**src/rtl/burst_sequencer.sv**
```systemverilog
// burst_sequencer: runs a burst of `burst_length` timer periods on a downstream
// period counter. A trigger rising edge starts the burst. Each period begins
// with a one-clock counter_start pulse and ends on a rising edge of
// counter_overflow. An optional idle gap of `gap_ticks` clocks separates
// consecutive periods. Abort stops the counter and ends the burst early.
//
// Optional feature: define BURST_SEQUENCER_RETRIGGER_EN so that a trigger edge
// during a burst restarts it from period zero. This path passes through a
// one-clock RESTART state that stops the counter before re-arming it.
module burst_sequencer #(
  parameter int burst_length = 4,
  parameter int gap_ticks    = 2,
  parameter int bitwidth     = $clog2(burst_length + 1),
  parameter int gap_bitwidth = (gap_ticks > 0) ? $clog2(gap_ticks + 1) : 1
) (
  input  logic                clock,
  input  logic                reset_n,
  input  logic                trigger,
  input  logic                abort,
  input  logic                counter_overflow,
  output logic                counter_start,
  output logic                counter_stop,
  output logic                busy,
  output logic [bitwidth-1:0] burst_index,
  output logic                done,
  output logic                aborted
);

  generate
    if (burst_length < 1) begin : g_bad_burst_length
      $error("burst_sequencer: burst_length must be at least 1");
    end
  endgenerate

  typedef enum logic [2:0] {
    ST_IDLE    = 3'd0,
    ST_ARM     = 3'd1,
    ST_WAIT    = 3'd2,
    ST_GAP     = 3'd3
`ifdef BURST_SEQUENCER_RETRIGGER_EN
    ,
    ST_RESTART = 3'd4
`endif
  } state_e;

  // Compare constants, sized to the registers they are compared against.
  localparam logic [bitwidth:0]       burst_len_w = (bitwidth + 1)'(burst_length);
  localparam logic [gap_bitwidth-1:0] gap_last    =
    gap_bitwidth'((gap_ticks > 0) ? gap_ticks - 1 : 0);

  state_e                  state_q, state_d;
  logic                    trigger_prev_q, ovf_prev_q;
  logic [gap_bitwidth-1:0] gap_count_q, gap_count_d;
  logic [bitwidth-1:0]     burst_index_q, burst_index_d;
  logic                    start_q, start_d;
  logic                    stop_q, stop_d;
  logic                    busy_q, busy_d;
  logic                    done_q, done_d;
  logic                    aborted_q, aborted_d;

  logic                    trig_edge, ovf_edge;
  logic [bitwidth:0]       index_inc;

  assign trig_edge = trigger & ~trigger_prev_q;
  assign ovf_edge  = counter_overflow & ~ovf_prev_q;
  assign index_inc = {1'b0, burst_index_q} + {{bitwidth{1'b0}}, 1'b1};

  // State register, edge-detect history and registered outputs.
  // NOTE: every flop here is updated with <= so that all registers sample the
  // same pre-edge values; a blocking = would let later lines see new values.
  always_ff @(posedge clock or negedge reset_n) begin
    if (!reset_n) begin
      state_q        <= ST_IDLE;
      trigger_prev_q <= 1'b0;
      ovf_prev_q     <= 1'b0;
      gap_count_q    <= '0;
      burst_index_q  <= '0;
      start_q        <= 1'b0;
      stop_q         <= 1'b0;
      busy_q         <= 1'b0;
      done_q         <= 1'b0;
      aborted_q      <= 1'b0;
    end else begin
      state_q        <= state_d;
      trigger_prev_q <= trigger;
      ovf_prev_q     <= counter_overflow;
      gap_count_q    <= gap_count_d;
      burst_index_q  <= burst_index_d;
      start_q        <= start_d;
      stop_q         <= stop_d;
      busy_q         <= busy_d;
      done_q         <= done_d;
      aborted_q      <= aborted_d;
    end
  end

  // Next-state and next-output logic. Abort has top priority, then retrigger
  // (if built in), then the per-state sequencing.
  // NOTE: every signal gets a default first. Without that, any path that does
  // not assign a signal would infer a latch. The defaults also make the four
  // pulse outputs fall back to 0 on the next clock.
  always_comb begin
    state_d       = state_q;
    gap_count_d   = gap_count_q;
    burst_index_d = burst_index_q;
    start_d       = 1'b0;
    stop_d        = 1'b0;
    busy_d        = busy_q;
    done_d        = 1'b0;
    aborted_d     = 1'b0;

    if ((state_q != ST_IDLE) && abort) begin
      // Abort wins over any coincident overflow or trigger edge; the index is
      // frozen so the caller can see how far the burst got.
      state_d   = ST_IDLE;
      busy_d    = 1'b0;
      stop_d    = 1'b1;
      aborted_d = 1'b1;
    end
`ifdef BURST_SEQUENCER_RETRIGGER_EN
    else if ((state_q != ST_IDLE) && trig_edge) begin
      // Restart from period zero; a coincident overflow edge is discarded.
      state_d       = ST_RESTART;
      stop_d        = 1'b1;
      burst_index_d = '0;
    end
`endif
    else begin
      case (state_q)
        ST_IDLE: begin
          if (trig_edge && !abort) begin
            state_d       = ST_ARM;
            burst_index_d = '0;
            busy_d        = 1'b1;
            start_d       = 1'b1;
          end
        end
        ST_ARM: begin
          state_d = ST_WAIT;
        end
        ST_WAIT: begin
          if (ovf_edge) begin
            burst_index_d = index_inc[bitwidth-1:0];
            if (index_inc == burst_len_w) begin
              state_d = ST_IDLE;
              done_d  = 1'b1;
              busy_d  = 1'b0;
            end else if (gap_ticks == 0) begin
              state_d = ST_ARM;
              start_d = 1'b1;
            end else begin
              state_d     = ST_GAP;
              gap_count_d = '0;
            end
          end
        end
        ST_GAP: begin
          gap_count_d = gap_count_q + gap_bitwidth'(1);
          if (gap_count_q == gap_last) begin
            state_d = ST_ARM;
            start_d = 1'b1;
          end
        end
`ifdef BURST_SEQUENCER_RETRIGGER_EN
        ST_RESTART: begin
          state_d = ST_ARM;
          start_d = 1'b1;
        end
`endif
        default: begin
          state_d = ST_IDLE;
          busy_d  = 1'b0;
        end
      endcase
    end
  end

  assign counter_start = start_q;
  assign counter_stop  = stop_q;
  assign busy          = busy_q;
  assign burst_index   = burst_index_q;
  assign done          = done_q;
  assign aborted       = aborted_q;

endmodule

```
**config.mk**
```make
export PLATFORM = sky130hd
export DESIGN_NAME = burst_sequencer
export DESIGN_NICKNAME = d
export VERILOG_FILES = /design/src/rtl/burst_sequencer.sv
export SDC_FILE = /design/constraint.sdc
export NUM_CORES = 1
export LEC_CHECK = 0
export ABC_AREA = 1
export CAP_MARGIN = 20
export CORE_UTILIZATION = 54
export DETAILED_ROUTE_END_ITERATION = 10
export PLACE_DENSITY = 0.81
export RECOVER_POWER = 25
export SYNTH_ARGS = -nofsm -noshare
export SYNTH_HDL_FRONTEND = slang
export SYNTH_SLANG_ARGS = --single-unit
```
**constraint.sdc**
```tcl
create_clock -name clock -period 2.3 [get_ports clock]
set_input_delay 0.23 -clock clock [delete_from_list [all_inputs] [get_ports clock]]
set_output_delay 0.23 -clock clock [all_outputs]
set_load 0.01 [all_outputs]
```
Yosys cells after proc, flatten, opt, wreduce, memory -nomap -nowiden
Index checks and enable logic that the tools add are counted.
- add/sub/neg operators: 2
- eq/ne operators: 13
- mux-type cells: 26
- bitwise logic cells: 5
- reductions and logical operators: 12
- operators with widths (kind ; count):
    two-way mux 3 bit ; 6
    two-way mux 1 bit ; 12
    != test 3 bit, second input constant ; 4
    one-hot mux 3 bit (4 select lines) ; 1
    AND reduction 4 bit ; 3
    equality test 3 x 2 -> 1 bit, second input constant ; 2
    two-way mux 2 bit ; 3
    != test 2 bit, second input constant ; 3
    one-hot mux 3 bit (2 select lines) ; 1
    adder 3 x 1 -> 4 bit, second input constant ; 1
    equality test 4 x 3 -> 1 bit, second input constant ; 1
    one-hot mux 2 bit (2 select lines) ; 1
    nonzero test 2 bit ; 2
    equality test 3 x 1 -> 1 bit, second input constant ; 1
    logical NOT 3 bit ; 1
    inverter 1 bit ; 3
    one-hot mux 1 bit (3 select lines) ; 1
    AND reduction 3 bit ; 1
    nonzero test 3 bit ; 1
    adder 2 x 1 -> 2 bit, second input constant ; 1
    AND 1 bit ; 2
    equality test 2 x 1 -> 1 bit, second input constant ; 1
    logical AND 1 bit ; 2
    != test 2 x 1 -> 1 bit, second input constant ; 1
    other kinds (3) ; 3
- flip-flop bits (word level): 14
- input bits: 5
- output and inout bits: 8
- word-level logic and storage cells: 67

Depth between registers and ports, before layout
- word-level depth: 6
- depth in mapped cells: 9
- gate-level depth less buffers: 9

Least setup slack after synthesis
Ideal clock, no wire load.
- kind: reg2reg
- start: register state_q[0]
- end: register burst_index_q[0], in the netlist burst_index[0]
- library setup time: 128 ps
- arrival: 1178 ps
- required time: 2172 ps
- path slack: 993 ps
- cell stages (with the launch flop): 8
- path buffers: 0
- period minus slack after synthesis: 1307 ps
- cell sequence: dfrtp_1 > inv_1 > ha_1 > inv_1 > o21ai_0 > nand2_1 > nand2_1 > o21ai_1
- cells in the longest elaborated chain, start to end: 4
- elaborated cells on any way between the ends: 10
- those cells by class: eq/ne (3); mux (1); bitwise (1); reduce/logical (5)
- RTL lines (what ; line ; source):
    start: declaration ; 51 ; state_e state_q, state_d;
    start signal: assignment ; 84 ; state_q <= state_d;
    branches (longest 4 deep; another with AND reduction 4 bit) ; - ;
    end signal: assignment ; 88 ; burst_index_q <= burst_index_d;
    end: declaration ; 54 ; logic [bitwidth-1:0] burst_index_q, burst_index_d;
Parallel ways; which one is timed is not known.
A chain may end at the register's enable or synchronous reset.

Final worst setup path
- start: register state_q[0]
- end: register burst_index_q[1], in the netlist burst_index[1]
Same word-level chain as after synthesis.

==> flow_summary.json <==
{
  "place_area_sq_um": 885,
  "cts_setup_buffers": 0,
  "cp_slowest_cell": "dfrtp_1",
  "grtUsageMet3_pct": 5.11,
  "met2_usage_pct": 32.1,
  "grt.met1_usage_pct": 26.4,
  "synthCells": 94,
  "cts_tree": "built",
  "critPathLaunchType": "flip-flop",
  "final.min_clock_period_ps": 1560,
  "final_common_cell": "nand2_1",
  "vias_per_cell": 4.80,
  "initial_core_util_pct": 57.9,
  "setup_viol": 0,
  "crit_path_cell_trace": "inv_1 -> ha_1 -> inv_1 -> o21ai_0 -> nand2_1 -> nand2_1 -> o21ai_1",
  "slew_viol_final": 0,
  "ys_seq_area_share_pct": 43.2,
  "cp.arrival_ps": 1720,
  "fmax_mhz": 642,
  "clk_latency_ps": 280,
  "ant_nets": 0,
  "area_growth_pct": 20.9,
  "cts_buffer_depth": 2,
  "grt_pass1_vias": 516,
  "slew_headroom_pct": 62.1,
  "postLayoutCellArea_sq_um": 911,
  "synth.distinct_cells": 17,
  "final_net_count": 122,
  "mostFrequentLayoutCells": "30 x nand2_1, 17 x inv_1, 13 x dfrtp_1",
  "netlist_area_sq_um": 753,
  "grt_max_degree": 14,
  "period_share_pct": 67.7,
  "crit_family": "flip-flops",
  "clk_pin_slew_worst_paths_ps": 80,
  "wl_um": 1280,
  "setup-tns-final_ps": 0,
  "synth_warnings": 0,
  "cellPowerDensity_mw_per_mm2": 1150,
  "rows": 13,
  "top_usage_layer": "met2",
  "root_buffer": "clkbuf_4",
  "clock-sinks": 13,
  "io_buffers": 12,
  "status": "finished clean",
  "hold_violations": 0,
  "io_pins": 13,
  "worst_slew_pin_slew_ps": 566,
  "cts.repair.resized": 0,
  "synth_area_leaders": "dfrtp_1 43%, nand2_1 15%, ha_1 12%",
  "path_max_fanout": 7,
  "core_area_sq_mm": 0.00130,
  "firstDrtPassIters": 4,
  "finalPower_w": 0.00105,
  "cts_buffers": 3,
  "grt_use_total_pct": 20.3,
  "ys_ff_latch": 13,
  "gp_congestion": 0.903,
  "holdWs_ps": 379,
  "max_stage_delay_ps": 420,
  "cp_num_buf_inv": 2,
  "final.setup.worst_slack_ps": 743,
  "antennaDiodeCount": 0,
  "finalClockSkew_ps": 2.45,
  "drcViolationCount": 0,
  "place_ws_ps": 799,
  "end_kind": "flip-flop",
  "die-area_sq_mm": 0.00155,
  "gr-total-overflow": 0,
  "cap_violations": 0,
  "vdd_drop_max_v": 0.000594,
  "yosysTopAreaCell": "dfrtp_1",
  "synth_top_area_share_pct": 43.2,
  "drive_gt1_share_pct": 7.34,
  "final.fill_count": 116,
  "crit_type": "flip-flop to flip-flop",
  "avgSynthCellArea_sq_um": 8.01,
  "min_path_type": "primary input to asynchronous set/reset pin",
  "p_leak_nw": 0.465,
  "htree_levels": 1,
  "holdBufCountCts": 0,
  "die_w_um": 39.3,
  "synth_nets": 106,
  "avgRoutedWirePerCell_um": 10.3,
  "die-height_um": 39.3,
  "hpwl_um": 1020,
  "drt-initial-drc-count": 18,
  "rsz0062_at_grt": "false",
  "antenna_found_initial": 0,
  "num_vias": 595,
  "grt_pass1_wl_um": 2070,
  "worstPathRequired_ps": 2470
}
-- stage by stage --
stage | util, % | instances
after floorplan | - | 94
after global placement | 68.0 | 120
after detailed placement | 68.0 | 120
after CTS | 70.0 | 124
after global routing | 70.0 | 124
final | 70.0 | 124
-- worst paths after layout --
check	start	to	slack, ps	depth (start not counted)
max	state_q[0]	burst_index[1]	740	7
min	reset_n	trigger_prev_q	380	1
max reg2reg	state_q[0]	burst_index[1]	740	7
min reg2reg	gap_count_q[1]	gap_count_q[1]	480	2
max in group asynchronous	reset_n	gap_count_q[0]	1550	1
min in group clock	gap_count_q[1]	gap_count_q[1]	480	2
-- logic make-up (layout without fill, tap and decap cells) --
family	Yosys count	after routing	share of synthesized area, %
AOI/OAI and AO/OA	6	6	5.48
adders and majority gates	7	7	11.6
buffers and inverters	18	33	9.47
DFF	13	13	43.2
and+or+nand+nor	50	50	30.2
-- registers in the layout, indices dropped and copies added (netlist names) --
| signal | flops |
|---|---|
| aborted | 1 |
| burst_index | 3 |
| busy | 1 |
| counter_start | 1 |
| done | 1 |
| gap_count_q | 2 |
| ovf_prev_q | 1 |
| state_q | 2 |
| trigger_prev_q | 1 |
-- cell type report --
type	instances	area, sq um	share of cell area (%)
repair buffers	12	120	13.2
well taps	15	18.8	2.06
flip-flops and latches	13	325	35.7
multi-input cells	63	357	39.1
clock buffers	4	26.3	2.88
inverters	17	63.8	7.01
-- cell usage after synthesis --
library cell,instances
o21ai_0,1
nor2_1,3
inv_1,17
nand3_1,8
o21ai_1,3
ha_1,7
dfrtp_1,13
buf_4,1
a21oi_1,1
nand2_2,1
nand3_2,1
nor2_2,1
nand2_1,30
nand4_1,4
a21oi_4,1
nor3_1,1
nor2_4,1
-- routing by layer --
layer	vias to the layer above	share of wire (%)
li1	323	-
met1	259	51
met2	10	45
met3	3	2.8
met4	0	1.1
met5	-	0
-- where the power goes --
group          switching [W]  internal, W
logic               0.000310     0.000232
registers          0.0000637     0.000298
clock network      0.0000753    0.0000673
total               0.000449     0.000597
-- worst register-to-register path: stages, from the launching register on --
cell	delay (ps)
dfrtp_1	420
inv_1	90
ha_1	360
inv_1	110
o21ai_0	210
nand2_1	130
nand2_1	80
o21ai_1	60
Power figures use the tool's default switching activity.
